--- src/rtl/uart_rx.sv ---
// ---------------------------------------------------------------------------
// uart_rx - 8N1 UART receiver (LSB first, idle-high line) with a one-entry
// holding register read through a valid/ack handshake.
//
// Parameters:
//   CLK_FREQ   system clock frequency in Hz
//   BAUD_RATE  line bit rate
//
// Ports:
//   clk          system clock
//   rst          asynchronous active-high reset
//   rx           serial line, asynchronous to clk, idle high
//   data         last received byte
//   data_valid   holding register contains an unread byte
//   data_ack     one-cycle pulse: consumer has taken data
//   overrun      sticky: a byte was overwritten before it was acked
//   frame_error  one-cycle pulse: stop bit sampled low
//   busy         receiver is not idle
// ---------------------------------------------------------------------------
module uart_rx #(
  parameter int CLK_FREQ  = 27_000_000,
  parameter int BAUD_RATE = 115200
) (
  input  logic       clk,
  input  logic       rst,
  input  logic       rx,
  output logic [7:0] data,
  output logic       data_valid,
  input  logic       data_ack,
  output logic       overrun,
  output logic       frame_error,
  output logic       busy
);

  localparam int BIT_TICKS = CLK_FREQ / BAUD_RATE;
  localparam int HALF      = BIT_TICKS / 2;
  localparam int CNT_W     = $clog2(BIT_TICKS);

  localparam logic [CNT_W-1:0] HALF_M1 = CNT_W'(HALF - 1);
  localparam logic [CNT_W-1:0] BIT_M1  = CNT_W'(BIT_TICKS - 1);

  localparam logic [2:0] ST_IDLE  = 3'd0;
  localparam logic [2:0] ST_START = 3'd1;
  localparam logic [2:0] ST_DATA  = 3'd2;
  localparam logic [2:0] ST_STOP  = 3'd3;
  localparam logic [2:0] ST_BRK   = 3'd4;

  generate
    if (BIT_TICKS < 4) begin : g_bad_baud
      $error("uart_rx: CLK_FREQ/BAUD_RATE must be at least 4");
    end
  endgenerate

  logic             rx_meta_r;
  logic             rx_sync_r;
  logic [2:0]       state_r;
  logic [2:0]       state_nxt_s;
  logic [CNT_W-1:0] cnt_r;
  logic [CNT_W-1:0] cnt_nxt_s;
  logic [2:0]       idx_r;
  logic [2:0]       idx_nxt_s;
  logic [7:0]       shift_r;
  logic [7:0]       shift_nxt_s;
  logic             commit_s;
  logic             ferr_s;

  // Two-flop synchronizer for the asynchronous line; resets to idle level.
  always_ff @(posedge clk or posedge rst) begin
    if (rst) begin
      rx_meta_r <= 1'b1;
      rx_sync_r <= 1'b1;
    end else begin
      rx_meta_r <= rx;
      rx_sync_r <= rx_meta_r;
    end
  end

  // Receive FSM next-state, tick counter, bit index and shift register.
  always_comb begin
    state_nxt_s = state_r;
    cnt_nxt_s   = cnt_r;
    idx_nxt_s   = idx_r;
    shift_nxt_s = shift_r;
    commit_s    = 1'b0;
    ferr_s      = 1'b0;
    case (state_r)
      ST_IDLE: begin
        cnt_nxt_s = '0;
        if (!rx_sync_r) begin
          state_nxt_s = ST_START;
        end else begin
          state_nxt_s = ST_IDLE;
        end
      end
      ST_START: begin
        // Re-check the start bit mid-bit so short glitches are rejected.
        if (cnt_r == HALF_M1) begin
          cnt_nxt_s = '0;
          if (!rx_sync_r) begin
            state_nxt_s = ST_DATA;
            idx_nxt_s   = 3'd0;
          end else begin
            state_nxt_s = ST_IDLE;
          end
        end else begin
          cnt_nxt_s = cnt_r + CNT_W'(1);
        end
      end
      ST_DATA: begin
        if (cnt_r == BIT_M1) begin
          cnt_nxt_s   = '0;
          // LSB arrives first, so shifting in at the MSB leaves it at bit 0.
          shift_nxt_s = {rx_sync_r, shift_r[7:1]};
          if (idx_r == 3'd7) begin
            state_nxt_s = ST_STOP;
          end else begin
            idx_nxt_s = idx_r + 3'd1;
          end
        end else begin
          cnt_nxt_s = cnt_r + CNT_W'(1);
        end
      end
      ST_STOP: begin
        if (cnt_r == BIT_M1) begin
          cnt_nxt_s = '0;
          if (rx_sync_r) begin
            commit_s    = 1'b1;
            state_nxt_s = ST_IDLE;
          end else begin
            ferr_s      = 1'b1;
            state_nxt_s = ST_BRK;
          end
        end else begin
          cnt_nxt_s = cnt_r + CNT_W'(1);
        end
      end
      ST_BRK: begin
        // Hold here while the line stays low so a break gives one error only.
        cnt_nxt_s = '0;
        if (rx_sync_r) begin
          state_nxt_s = ST_IDLE;
        end else begin
          state_nxt_s = ST_BRK;
        end
      end
      default: begin
        state_nxt_s = ST_IDLE;
        cnt_nxt_s   = '0;
        idx_nxt_s   = 3'd0;
      end
    endcase
  end

  // FSM state and datapath registers.
  always_ff @(posedge clk or posedge rst) begin
    if (rst) begin
      state_r <= ST_IDLE;
      cnt_r   <= '0;
      idx_r   <= 3'd0;
      shift_r <= 8'h00;
    end else begin
      state_r <= state_nxt_s;
      cnt_r   <= cnt_nxt_s;
      idx_r   <= idx_nxt_s;
      shift_r <= shift_nxt_s;
    end
  end

  // Holding register, handshake flags and status outputs.
  always_ff @(posedge clk or posedge rst) begin
    if (rst) begin
      data        <= 8'h00;
      data_valid  <= 1'b0;
      overrun     <= 1'b0;
      frame_error <= 1'b0;
      busy        <= 1'b0;
    end else begin
      if (commit_s) begin
        data       <= shift_r;
        data_valid <= 1'b1;
      end else if (data_ack) begin
        data_valid <= 1'b0;
      end else begin
        data_valid <= data_valid;
      end
      // An ack of the pending byte wins over a simultaneous overwrite.
      if (data_ack && data_valid) begin
        overrun <= 1'b0;
      end else if (commit_s && data_valid) begin
        overrun <= 1'b1;
      end else begin
        overrun <= overrun;
      end
      frame_error <= ferr_s;
      // Registered from the next state so it tracks the state exactly.
      busy        <= (state_nxt_s != ST_IDLE);
    end
  end

endmodule

--- config.mk ---
export PLATFORM = sky130hd
export DESIGN_NAME = uart_rx
export DESIGN_NICKNAME = d
export VERILOG_FILES = /design/src/rtl/uart_rx.sv
export SDC_FILE = /design/constraint.sdc
export NUM_CORES = 1
export LEC_CHECK = 0
export BUFFER_PORTS_ARGS = -buffer_cell sky130_fd_sc_hd__buf_2
export CELL_PAD_IN_SITES_DETAIL_PLACEMENT = 2
export CELL_PAD_IN_SITES_GLOBAL_PLACEMENT = 2
export CORE_MARGIN = 1.5
export CORE_UTILIZATION = 30
export CTS_CLUSTER_SIZE = 12
export DETAILED_ROUTE_END_ITERATION = 12
export PLACE_DENSITY = 0.6
export SLEW_MARGIN = 20
export SYNTH_ARGS = -nofsm -noshare
export SYNTH_HDL_FRONTEND = slang
export SYNTH_SLANG_ARGS = --single-unit
export TNS_END_PERCENT = 5
--- constraint.sdc ---
create_clock -name clk -period 2.9 [get_ports clk]
set_clock_uncertainty 0.1 [all_clocks]
set_input_delay 0.87 -clock clk [delete_from_list [all_inputs] [get_ports clk]]
set_output_delay 0.87 -clock clk [all_outputs]
set_load 0.005 [all_outputs]
==> results of run 1 <==
[metal layers]
layer / GRT usage / wire length, microns / part of all wire
met1: 0.164 / 1530 / 0.45
met2: 0.219 / 1710 / 0.51
met3: 0.0464 / 100 / 0.030
met4: 0.0389 / 22 / 0.0065
met5: 0 / 0 / 0
[cells in the mapped netlist (all sizes together) (2+ instances only)]
library cell and count:
nor3 2, clkbuf 2, nor4 3, nand2 5, xor2 2, dfstp 2
nand3 5, xnor2 4, a211oi 2, a21oi 2, nand2b 2, ha 5
nand4 2, or4b 2, o21ai 3, mux2 17, nor2 13, a22o 2
dfrtp 34, nor2b 3, inv 5, a31oi 2
[power by group through the flow]
| stage | registers, mW | clock network, mW | logic, mW |
|---|---|---|---|
| 2_1_floorplan | 0.515 | 0 | 0.00937 |
| 3_3_place_gp | 0.516 | 0 | 0.0155 |
| 3_5_place_dp | 0.516 | 0 | 0.0163 |
| 4_1_cts | 0.506 | 0.379 | 0.0163 |
| 5_1_grt | 0.506 | 0.410 | 0.0181 |
| 6_report | 0.506 | 0.361 | 0.0150 |
[stage by stage]
| stage | hold slack, ns | instances | instance area (sq um) |
|---|---|---|---|
| final | 0.265 | 222 | 1890 |
| after global routing | 0.271 | 222 | 1890 |
| after CTS | 0.269 | 222 | 1890 |
| after detailed placement | 0.258 | 214 | 1790 |
| after global placement | 0.248 | 214 | 1790 |
| after floorplan | 0.245 | 130 | 1630 |
[path summary, 6_finish.rpt]
path                            startpoint          to  cells past startpoint
worst max-delay path              cnt_r[1]  shift_r[5]                      6
worst min-delay path             rx_meta_r   rx_sync_r                      0
worst max register to register    cnt_r[1]  shift_r[5]                      6
worst min register to register   rx_meta_r   rx_sync_r                      0
max in group asynchronous              rst   rx_sync_r                      3
min in group asynchronous              rst    idx_r[1]                      3
[flip-flops by register name, summed over array words and instances, names as in the netlist]
signal and flops:
busy 1, cnt_r 8, data 8, data_valid 1, frame_error 1, idx_r 3
overrun 1, rx_meta_r 1, rx_sync_r 1, shift_r 8, state_r 3
[cell type report]
cell class,count,area share
repair buffers,16,0.0438
well taps,70,0.0464
multi-input cells,87,0.372
clock inverters,3,0.0126
clock buffers,5,0.0365
inverters,5,0.00995
flip-flops and latches,36,0.479
[cell families (layout without fill, tap and decap cells)]
kind of cell | after synthesis | in the layout
xor gates and xnor gates | 6 | 6
buffers and inverters | 7 | 29
muxes | 18 | 18
and+or+nand+nor | 44 | 44
DFF | 36 | 36
AOI/OAI and AO/OA | 14 | 14
adders and majority gates | 5 | 5
==> out/results.ini, run 1 <==
[timing]
final-max-slew-violation-count = 0
setup_viol = 0
tns_ns = 0
max_slew_margin = 0.567
hold_viol_final = 0
rsz0062_at_grt = false
max_freq_mhz = 455
finalCritPeriodShare = 0.757
tightest_slew_ns = 0.645
layout_setup_ws_ns = 0.704
min_period_ns = 2.20

[grt]
grt_use_total = 0.133
antenna_found_initial = 0
grt_start_max_net_pins = 37
grt_pass1_vias = 1180
grt_overflow_total = 0
grt_pass1_wl_microns = 6020

[drt]
ant_nets = 0
drt_drc_violations_left = 0
wl_microns = 3370
num_vias = 1067
drt_iter0_drc = 37
wl_per_cell_microns = 15.2
dr.pass1.iters = 4
viasPerCell = 4.81

[yosys]
synth_top_family_by_area = simple AND/OR/NAND/NOR gates
yosysWarnings = 0
synth_edf_count = 0
synth_cell_types = 37
async_reset_ff_frac = 1.00
synth_xor_area_frac = 0.0322
synthMuxAreaShare = 0.124
ys_ff_latch = 36
synth-adder-area-share = 0.0384
synth_flop_cell = dfrtp_1
ys_seq_area_frac = 0.554
synth_top_area_cell = dfrtp_1
synth_compound_area_frac = 0.0606
synth_top_area_frac = 0.522
synth_fp_nets = 139
ys_top_cells_by_area = dfrtp_1 52%, mux2_2 10%, ha_1 3.8%
synth_simple_gate_area_frac = 0.175
synth_area_sq_um = 1630
synth_cells = 130
avgSynthCellArea_sq_um = 12.5

[setup_path]
cp-end-kind = flop
cp_slowest_cell = dfrtp_1
worstPathMaxFanout = 8
arrival_ns = 2.27
crit_required_ns = 2.98
critPathLaunchType = flop
crit_path_max_incr_delay_ns = 0.42
crit_type = flop to flop
path_buf_inv = 1
r2r_slack_ns = 0.70
crit_chain = inv_1 > ha_1 > nand4bb_4 > or2_1 > nor3_4 > mux2_2
crit_family = simple AND/OR/NAND/NOR gates

[power]
powerDensity_nw_per_um2 = 468
p_switching_mw = 0.204
clockPowerShare = 0.409
sw_frac_of_total = 0.232
peakVddDrop_uv = 224
p_total_mw = 0.882
p_comb_frac = 0.017
p_leak_nw = 0.900
seq_power_share = 0.574
internal-power_mw = 0.678

[clock_network]
cts.clk_slew.worst_paths_ns = 0.07
cts_setup_buffers = 0
clockRootBuffer = clkbuf_8
cts_resized = 0
insertion_delay_ns = 0.29
clock_path_buffers = 2
cts_tree = built
numCtsBuffers = 5
htree_levels = 2
cts_hold_repair.buffers = 0
clock_sinks = 36

[placed_design]
gp_congestion = 0.667
preCtsSetupSlack_ns = 0.699
dp.final_hpwl_microns = 2490
portBuffers = 15

[outcome]
status = finished clean

[floorplan]
num_io_pins = 16
die-area_sq_um = 5890
core_area_sq_um = 5170
die_y_microns = 76.7
start_util = 0.315
rows = 26
die_w_microns = 76.7

[layout]
syn_to_final_growth_pct = 15.7
postLayoutCoreUtil = 0.365
fin_nets = 160
drive_gt1_frac = 0.303
seq_area_sq_um = 903
final_cell_mix = 34 x dfrtp_1, 15 x mux2_2, 15 x buf_2, 13 x nor2_1
diodes = 0
multi_input_area_sq_um = 701
layout_commonest_cell = dfrtp_1
fillers = 548

[run]
maxCapViolations = 0

[worst_hold_path]
hp-class = flop to flop

No activity file was read; power rests on OpenSTA's default activity.
==> run 2: changes to the inputs <==
Clock period 2.9 ns to 2.1 ns, I/O delays scaled along.
==> run 2 against run 1 <==
Sequential share of layout area is 2.5 points lower; via count is 3.7% higher; routed wire length is 7.7% higher; critical path type unchanged; highest routed layer unchanged; largest cell class unchanged; critical endpoint unchanged.
==> out/results.ini, run 2 (same netlist as run 1, synthesis figures left out) <==
[floorplan]
rows = 26
die-area_sq_um = 5890
die_w_microns = 76.7
num_io_pins = 16
core_area_sq_um = 5170
die_y_microns = 76.7
start_util = 0.315

[timing]
max_slew_margin = 0.691
layout_setup_ws_ns = 0.0925
rsz0062_at_grt = false
final-max-slew-violation-count = 0
hold_viol_final = 0
finalCritPeriodShare = 0.956
tns_ns = 0
setup_viol = 0
max_freq_mhz = 498
hold_ws_ns = 0.258
min_period_ns = 2.01
tightest_slew_ns = 0.463

[layout]
fillers = 542
largestRegisters = cnt_r (8), data (8), shift_r (8)
layout_commonest_cell = dfrtp_1
drive_gt1_frac = 0.356
diodes = 0
syn_to_final_growth_pct = 22.1
fin_nets = 168
final_cell_mix = 34 x dfrtp_1, 15 x mux2_2, 15 x buf_2, 13 x nor2_1, 8 x buf_4
fin_cells = 230

[grt]
grt_pass1_wl_microns = 6290
antenna_found_initial = 0
grt_overflow_total = 0
grt_use_total = 0.137
grt_pass1_vias = 1246
grt_start_max_net_pins = 37

[clock_network]
clock_sinks = 36
cts_tree = built
insertion_delay_ns = 0.28
htree_levels = 2
cts.clk_slew.worst_paths_ns = 0.07
clock_path_buffers = 2
cts_hold_repair.buffers = 0
clockRootBuffer = clkbuf_8
numCtsBuffers = 5
cts_resized = 0
cts_setup_buffers = 0

[placed_design]
portBuffers = 15
dp.final_hpwl_microns = 2730
placed_cells = 222
preCtsSetupSlack_ns = 0.0426
gp_congestion = 0.774

[power]
powerDensity_nw_per_um2 = 660
p_leak_nw = 0.960
peakVddDrop_uv = 359
p_total_mw = 1.31

[setup_path]
critPathLaunchType = flop
cp-end-kind = flop
crit_type = flop to flop
arrival_ns = 2.08
worstPathMaxFanout = 8
crit_required_ns = 2.17

[outcome]
status = finished clean

[drt]
viasPerCell = 4.81
drt_iter0_drc = 12
wl_microns = 3630
num_vias = 1106
wl_per_cell_microns = 15.8
drt_drc_violations_left = 0
dr.pass1.iters = 2
ant_nets = 0

[run]
maxCapViolations = 0

[worst_hold_path]
hp-class = flop to flop

==> run 2: worst paths after layout <==
| check | depth (start not counted) | end | slack (ns) | start |
|---|---|---|---|---|
| setup reg to reg | 7 | shift_r[5] | 0.09 | cnt_r[1] |
| max in group asynchronous | 3 | rx_meta_r | 1.21 | rst |
| min in group asynchronous | 3 | busy | 0.34 | rst |
| hold reg to reg | 0 | rx_sync_r | 0.26 | rx_meta_r |
| hold / removal | 0 | rx_sync_r | 0.26 | rx_meta_r |
| setup / recovery | 7 | shift_r[5] | 0.09 | cnt_r[1] |
==> run 2: worst max-delay path, stage by stage, from the launching register on <==
cell	delay, ns
dfrtp_1	0.41
inv_1	0.09
ha_2	0.21
nand4bb_4	0.15
or2_4	0.29
nor3_4	0.15
buf_12	0.15
mux2_2	0.34
==> run 2: layout make-up <==
| type | instances | area [sq um] | area share |
|---|---|---|---|
| inverter | 5 | 18.8 | 0.00943 |
| tap | 70 | 87.6 | 0.0440 |
| clock inverter | 2 | 35.0 | 0.0176 |
| clock buffer | 6 | 72.6 | 0.0365 |
| sequential | 36 | 903 | 0.454 |
| multi-input combinational | 87 | 718 | 0.361 |
| timing repair buffer | 24 | 155 | 0.0779 |
==> run 2: power by group <==
part	internal (mW)	total, mW	switching [mW]
registers	0.697	0.699	0.00231
logic	0.00471	0.0209	0.0162
clock network	0.352	0.593	0.241
total	1.05	1.31	0.259
==> run 2: metrics by stage <==
stage | instance area, sq um | util
2_1_floorplan | 1630 | -
3_3_place_gp | 1870 | 0.361
3_5_place_dp | 1870 | 0.361
4_1_cts | 1970 | 0.381
5_1_grt | 1990 | 0.385
6_report | 1990 | 0.385
==> run 2: layer usage <==
| layer | wire length [microns] | GRT usage | up-vias |
|---|---|---|---|
| met5 | 0 | 0 | - |
| met4 | 40 | 0.0426 | 0 |
| met3 | 98 | 0.0381 | 5 |
| met2 | 1970 | 0.250 | 12 |
| met1 | 1520 | 0.153 | 575 |
| li1 | - | - | 514 |
==> run 3: changes to the inputs <==
Settings changed: RECOVER_POWER set to 25.
==> run 3 against run 2 <==
Via count fell by 0.27%; final cell count stayed put; clock power hardly changed; final area fell by 0.13%; routed wire length about the same; die area is the same; non-clock buffer count is the same; count of clock-buffer cells in the layout did not move; worst hold slack about the same; register-to-register slack barely moved; largest power group unchanged; global-route usage did not move.
==> out/results.ini, run 3 (same netlist as run 1, synthesis figures left out) <==
[layout]
multi_input_area_sq_um = 718
layout_commonest_cell = dfrtp_1
largestRegisters = cnt_r (8), data (8), shift_r (8)
final_cell_mix = 34 x dfrtp_1, 15 x mux2_2, 15 x buf_2, 13 x nor2_1, 7 x buf_4
seq_area_sq_um = 903
fin_nets = 168
fillers = 543
diodes = 0
drive_gt1_frac = 0.356
syn_to_final_growth_pct = 21.9

[clock_network]
cts.clk_slew.worst_paths_ns = 0.07
insertion_delay_ns = 0.28
clock_sinks = 36
clock_path_buffers = 2
cts_tree = built
cts_hold_repair.buffers = 0
clockRootBuffer = clkbuf_8
numCtsBuffers = 5
htree_levels = 2

[grt]
grt_overflow_total = 0
grt_pass1_vias = 1246
grt_use_total = 0.137
grt_start_max_net_pins = 37
antenna_found_initial = 0
grt_pass1_wl_microns = 6290

[power]
internal-power_mw = 1.05
p_comb_frac = 0.016
seq_power_share = 0.532
p_switching_mw = 0.261
powerDensity_nw_per_um2 = 661
p_leak_nw = 0.960
sw_frac_of_total = 0.199
peakVddDrop_uv = 359
clockPowerShare = 0.452
p_total_mw = 1.31

[floorplan]
start_util = 0.315
core_area_sq_um = 5170
die-area_sq_um = 5890
die_w_microns = 76.7
rows = 26
die_y_microns = 76.7
num_io_pins = 16

[setup_path]
crit_type = flop to flop
timing.rr.start = cnt_r[1]
cp-startpoint = cnt_r[1]
crit_required_ns = 2.17
r2r_slack_ns = 0.09
r2r_end = shift_r[5]
arrival_ns = 2.08
worstPathMaxFanout = 8
cp-end-kind = flop
crit_path_end = shift_r[5]
critPathLaunchType = flop
r2r_cells = 7

[drt]
wl_met1_microns = 1520
wl_microns = 3630
ant_nets = 0
met2_length_microns = 1970
wl_per_cell_microns = 15.8
met3_length_microns = 96
viasPerCell = 4.80
drt_iter0_drc = 9
num_vias = 1103
drt_drc_violations_left = 0
dr.pass1.iters = 2
top_layer_used = met4

[timing]
setup_viol = 0
rsz0062_at_grt = false
tightest_slew_ns = 0.909
hold_viol_final = 0
finalCritPeriodShare = 0.956
final-max-slew-violation-count = 0
tns_ns = 0
max_freq_mhz = 498
min_period_ns = 2.01
max_slew_margin = 0.394

[placed_design]
portBuffers = 15
gp_congestion = 0.774
dp.final_hpwl_microns = 2730

[worst_hold_path]
hold_start = rx_meta_r
hp-class = flop to flop

[outcome]
status = finished clean

[run]
maxCapViolations = 0

==> run 3: changes by cell type in the layout (fill, tap and decap cells not counted), sizes merged <==
cell | previous run | this run
clkbuf | 6 | 7
buf | 24 | 23
==> run 3: worst min-delay path by stage <==
stage	to	depth (start not counted)	slack [ns]
after floorplan	rx_sync_r	0	0.25
after global placement	rx_sync_r	0	0.25
after detailed placement	rx_sync_r	0	0.25
after CTS	rx_sync_r	0	0.26
after global routing	rx_sync_r	0	0.27
final	rx_sync_r	0	0.26
==> run 3: through the flow <==
step           worst slack, ns  hold WS (ns)  utilization  area, sq um  cells
3_3_place_gp             0.108         0.247        0.361         1870    222
5_1_grt                0.00469         0.267        0.384         1990    230
2_1_floorplan            0.134         0.245            -         1630    130
4_1_cts                 0.0364         0.259        0.381         1970    230
3_5_place_dp            0.0426         0.248        0.361         1870    222
6_report                0.0927         0.257        0.384         1990    230
==> run 3: final cells by class <==
type,instances,share of cell area
well taps,70,0.0441
flip-flops and latches,36,0.454
clock inverters,2,0.0176
multi-input cells,87,0.361
repair buffers,24,0.0768
clock buffers,6,0.0365
inverters,5,0.00944
==> run 3: repair_timing <==
action	in CTS	in global routing
buffers inserted	0	0
resized for setup	0	5
endpoints found under the setup margin	0	11
==> run 3: power by group through the flow <==
stage	logic, mW	clock network (mW)	registers, mW
after detailed placement	0.0224	0	0.712
after CTS	0.0225	0.617	0.699
after global routing	0.0244	0.643	0.699
after floorplan	0.0129	0	0.711
final	0.0204	0.594	0.699
after global placement	0.0211	0	0.712
==> run 3: layer usage <==
metal	track usage	vias up
li1	-	514
met1	0.153	570
met2	0.250	14
met3	0.0381	5
met4	0.0426	0
met5	0	-
==> run 3: worst max-delay path: stages, from the launching register on <==
cell and delay, ns:
dfrtp_1 0.41, inv_1 0.09, ha_2 0.21, nand4bb_4 0.15
or2_4 0.29, nor3_4 0.15, buf_12 0.15, mux2_2 0.34
